`config.mk`:
```
export PLATFORM = sky130hd
export DESIGN_NAME = trng_entropy_collector
export DESIGN_NICKNAME = d
export VERILOG_FILES = /design/src/rtl/trng_pkg.sv /design/src/rtl/trng_sync2.sv /design/src/rtl/trng_entropy_collector.sv
export SDC_FILE = /design/constraint.sdc
export NUM_CORES = 1
export LEC_CHECK = 0
export ABC_AREA = 1
export CORE_UTILIZATION = 50
export DETAILED_ROUTE_END_ITERATION = 10
export PLACE_DENSITY = 0.71
export SLEW_MARGIN = 20
export SYNTH_ARGS = -nofsm -noshare
export SYNTH_HDL_FRONTEND = slang
export SYNTH_SLANG_ARGS = --single-unit
```
`constraint.sdc`:
```
create_clock -name clk -period 3.4 [get_ports clk]
set_input_delay 0.68 -clock clk [delete_from_list [all_inputs] [get_ports clk]]
set_output_delay 0.68 -clock clk [all_outputs]
set_load 0.01 [all_outputs]
```
`src/rtl/trng_pkg.sv`:
```
// trng_pkg: shared controller state encodings, word width and register defaults for the TRNG.
package trng_pkg;
    typedef enum logic [1:0] {
        CTRL_IDLE    = 2'h0,
        CTRL_COLLECT = 2'h1,
        CTRL_ERROR   = 2'h2
    } ctrl_state_e;
    localparam int WORD_BITS = 32;
    localparam logic [15:0] DEF_SAMPLE_RATE = 16'd4096;
    localparam logic [7:0] DEF_REP_LIMIT = 8'd32;
endpackage

```
`src/rtl/trng_sync2.sv`:
```
// trng_sync2: two-flop synchroniser for an oscillator output asynchronous to clk.
module trng_sync2 (
    input  logic clk,
    input  logic d,
    output logic q
);
    (* keep = "true" *) logic [1:0] ff;
    always_ff @(posedge clk) ff <= {ff[0], d};
    assign q = ff[1];
endmodule

```
`src/rtl/trng_entropy_collector.sv`:
```
// trng_entropy_collector: XORs two synchronised oscillator bits, decimates them into 32-bit words
// and hands the words out with valid/ack; a repetition-count health test locks out a stuck source.
module trng_entropy_collector
    import trng_pkg::*;
#(
    parameter logic [15:0] SAMPLE_RATE = DEF_SAMPLE_RATE,
    parameter logic [7:0]  REP_LIMIT   = DEF_REP_LIMIT
) (
    input  logic                 clk,
    input  logic                 reset,
    input  logic                 enable,
    input  logic                 entropy0,
    input  logic                 entropy1,
    input  logic                 data_ack,
    output logic [WORD_BITS-1:0] data,
    output logic                 data_valid,
    output logic                 health_error
);
    ctrl_state_e state, state_next;
    logic [15:0] sample_ctr;
    logic [4:0] bit_ctr;
    logic [7:0] rep_ctr, rep_next;
    logic [WORD_BITS-1:0] shift, shift_next;
    logic last_s, e0_s, e1_s, s, active, sample, fail, load;

    trng_sync2 u_sync0 (.clk(clk), .d(entropy0), .q(e0_s));
    trng_sync2 u_sync1 (.clk(clk), .d(entropy1), .q(e1_s));

    // The cycle that leaves IDLE already counts, so the first word lands 32*SAMPLE_RATE cycles after enable.
    always_comb begin
        s = e0_s ^ e1_s;
        active = enable && state != CTRL_ERROR;
        sample = active && sample_ctr == SAMPLE_RATE - 16'd1;
        rep_next = (rep_ctr != 8'd0 && s == last_s) ? rep_ctr + 8'd1 : 8'd1;
        fail = sample && rep_next == REP_LIMIT;
        shift_next = {shift[WORD_BITS-2:0], s};
        load = sample && bit_ctr == 5'd31 && !fail && (!data_valid || data_ack);
        state_next = fail ? CTRL_ERROR : state == CTRL_ERROR ? CTRL_ERROR : enable ? CTRL_COLLECT : CTRL_IDLE;
        health_error = state == CTRL_ERROR;
    end

    always_ff @(posedge clk) begin
        if (reset) begin
            state <= CTRL_IDLE;
            sample_ctr <= '0;
            bit_ctr <= '0;
            rep_ctr <= '0;
            last_s <= 1'b0;
            shift <= '0;
            data <= '0;
            data_valid <= 1'b0;
        end else begin
            state <= state_next;
            if (!enable) begin
                sample_ctr <= '0;
                bit_ctr <= '0;
                rep_ctr <= '0;
                shift <= '0;
            end else if (active) begin
                sample_ctr <= sample ? 16'd0 : sample_ctr + 16'd1;
                if (sample) begin
                    shift <= shift_next;
                    bit_ctr <= bit_ctr + 5'd1;
                    rep_ctr <= rep_next;
                    last_s <= s;
                end
            end
            data_valid <= fail ? 1'b0 : load ? 1'b1 : data_ack ? 1'b0 : data_valid;
            if (load) data <= shift_next;
        end
    end
endmodule

```
==> metrics <==
clk_lat worst skew=between 0.3 and 0.4 ns; Ports=40; I/O Buffers=39; hold_buf cts=0; post-CTS setup buffer count=0; initial antenna violation count=0; Area Overhead vs Synth=16.3%; RR Startpoint=rep_ctr[0]$_SDFFE_PP0P_; Yosys warning count=0; crit-path max FO=58; via/cell ratio=between 4 and 5; Clk pin slew, worst setup/hold paths=about 0.10 ns; Distinct cells, synth=32; most frequent cells in the layout=nand2_1, dfxtp_1, inv_1, nor2_1, clkdlybuf4s50_1; final WL=around 7200 µm; FMAX=395 MHz; Hold Crit Depth=0; RSZ-0062 raised after global routing=false; max incr delay on CP=around 0.53 ns; worst hold start=u_sync1.ff[0]$_DFF_P_; Cell Area, Synth=approximately 4100 µm²; largest net degree at the start of global routing=59; Routed Antenna Nets=0; root buffer cell=clkbuf_8; PwrDens=approximately 420 nW/µm²; max_cap viols=0; Mapped Cells=537; ranking of synthesized cells by area=dfxtp_1, nand2_1, inv_1; count of final hold-check violations=0; row count=32; DR vias=~3,200; delay-heaviest family, CP=simple AND/OR/NAND/NOR gates; Die Span Y=92.2 µm; main flop type after synthesis=dfxtp_1; total chip power=2.00 mW; CTS H-tree depth=3; crit start category=primary input; top routing layer used=met4; gr usage total=around a fifth; Placer Congestion=0.815; met2 wire length=3350 µm; leakage=2.03 nW; initial drt markers=141; EDFF count, synth=0; core area=between 7000 and 8000 µm²; DR pass1 iterations=4; area leader, netlist=dfxtp_1; post-DP HPWL=5010 µm; CTS tree=yes; Worst Tran Pin Value=0.569 ns; vias in the first global route=2,898; final core utilization=just over 60%; area fraction of the dominant cell type after synthesis=around half; Fin Setup TNS=0 ns; syn avg cell area=7.58 µm²; worst vdd ir=about 190 µV; share of cells above drive strength 1=7.07%; final setup violating endpoints=0; CP bufs+invs=1; total gr overflow=0; Fill cells=approximately 720; Arr. time, crit path=2.80 ns; endpoint type of the worst setup path=flip-flop; Max Root-Sink Buffers=2; status=completed; initial core utilization=52.1%; clk_skew=0.0153 ns; Async SR Flop Fraction=0%; clock sinks=100; pins over their slew limit=0; HP Class=flip-flop to flip-flop; flops & latches, synth=100; Fin Hold WS=0.335 ns; final worst-path cycle share=74.5%; first-pass GRT wire length=12,800 µm; Worst Setup Path Type=primary input to flip-flop; Met1 Wirelength=3570 µm; Die ar.=8500 µm²; Resized Gates After CTS=0; Die Wd=between 90 and 100 µm; part of the Yosys area used for sequential elements=49.2%; Reg2Reg Setup Slack=1.04 ns; Worst path most repeated cell=nand2_4; most common cell after layout, fill and taps aside=nand2_1; routed length per placed instance=10.6 µm; multi-input logic area=approximately 1600 µm²; met3 routed WL=187 µm; # diodes=0; syn_nets=roughly 550; final period demand of the worst path=2.53 ns; CTS Buf Count=9; Total Nets Final=586; Slew HR=62.0%; hold endpoint=u_sync1.ff[1]$_DFF_P_; Crit-path slowest cell=clkdlybuf4s50_1; FF+latch area=about 2000 µm²; Reg2Reg Depth=11; DRC violations left=0; r2r endpoint=data[24]$_SDFFE_PP0P_; crit path cell chain=clkdlybuf4s50_1, nand2_4, nor2_4, nand4_4, nor2_8, nand2_4, nor2_4, nand2_4, nand2_4, nand2_1, nand2_1, nor2_1; CP Data Required Time=~3.7 ns
==> sequential cells by signal, summed over array words and instances (netlist names) <==
signal / cells
data_valid: 1
last_s: 1
bit_ctr: 5
sample_ctr: 16
u_sync1.ff: 2
rep_ctr: 8
data: 32
u_sync0.ff: 2
state: 2
shift: 31
==> cells by family (layout without fill, tap and decap cells) <==
| logic type | Yosys count | after routing | synth area share, % |
|---|---|---|---|
| XOR/XNOR | 4 | 4 | 0.861 |
| AND/OR/NAND/NOR | 239 | 239 | 26.1 |
| AO/OA/AOI/OAI | 69 | 69 | 10.2 |
| adder cells (fa/ha/maj) | 5 | 5 | 1.54 |
| buffers and inverters | 120 | 163 | 12.1 |
| flip-flops | 100 | 100 | 49.2 |
==> worst max-delay path by stage <==
stage	from	end	slack [ns]	cells after the start
after floorplan	enable	data[10]$_SDFFE_PP0P_	1.44	11
after global placement	enable	data[30]$_SDFFE_PP0P_	0.58	12
after detailed placement	enable	data[24]$_SDFFE_PP0P_	0.50	12
after CTS	enable	data[24]$_SDFFE_PP0P_	0.87	12
after global routing	enable	data[26]$_SDFFE_PP0P_	0.68	12
final	enable	data[24]$_SDFFE_PP0P_	0.87	12
==> worst register-to-register path, delay by kind of cell (launching register included) <==
family | cells | cell delay, ns
adder cells (fa/ha/maj) | 1 | 0.18
flip-flops | 1 | 0.38
AND/OR/NAND/NOR | 9 | 1.48
XOR/XNOR | 1 | 0.23
==> final cells by class <==
type | count | share of cell area, %
flip-flops and latches | 100 | 42.3
well taps | 102 | 2.70
clock buffers | 9 | 2.62
repair buffers | 45 | 9.20
inverters | 102 | 8.09
multi-input cells | 317 | 33.3
clock inverters | 7 | 1.75
==> layer usage <==
metal  vias to the layer above  GRT usage (%)
li1                       1744              -
met1                      1416           24.5
met2                        41           30.5
met3                         7           4.73
met4                         0           5.99
met5                         -              0
==> Yosys cell counts, types with 2 or more instances <==
cell and number:
a211oi_1 3, a21oi_1 17, buf_2 8, buf_8 2
clkbuf_1 7, dfxtp_1 100, ha_1 5, inv_1 98
inv_2 3, nand2_1 106, nand2_4 5, nand3_1 19
nand4_1 3, nor2_1 89, nor2_4 5, nor3_1 4
o21a_1 3, o21ai_0 8, o22ai_1 34, o32ai_1 3
xor2_1 4
==> per-stage QoR <==
stage / area [µm²] / worst slack, ns / std cells
6_report: 4730 / 0.867 / 682
3_5_place_dp: 4520 / 0.504 / 666
2_1_floorplan: 4070 / 1.44 / 537
4_1_cts: 4730 / 0.871 / 682
5_1_grt: 4730 / 0.683 / 682
3_3_place_gp: 4520 / 0.576 / 666
==> power by group <==
group          total [mW]  internal [mW]  switching, mW
Sequential           1.18           1.17        0.00166
Clock               0.777          0.352          0.426
Combinational      0.0441         0.0146         0.0295
No activity file was read; power rests on OpenSTA's default activity.
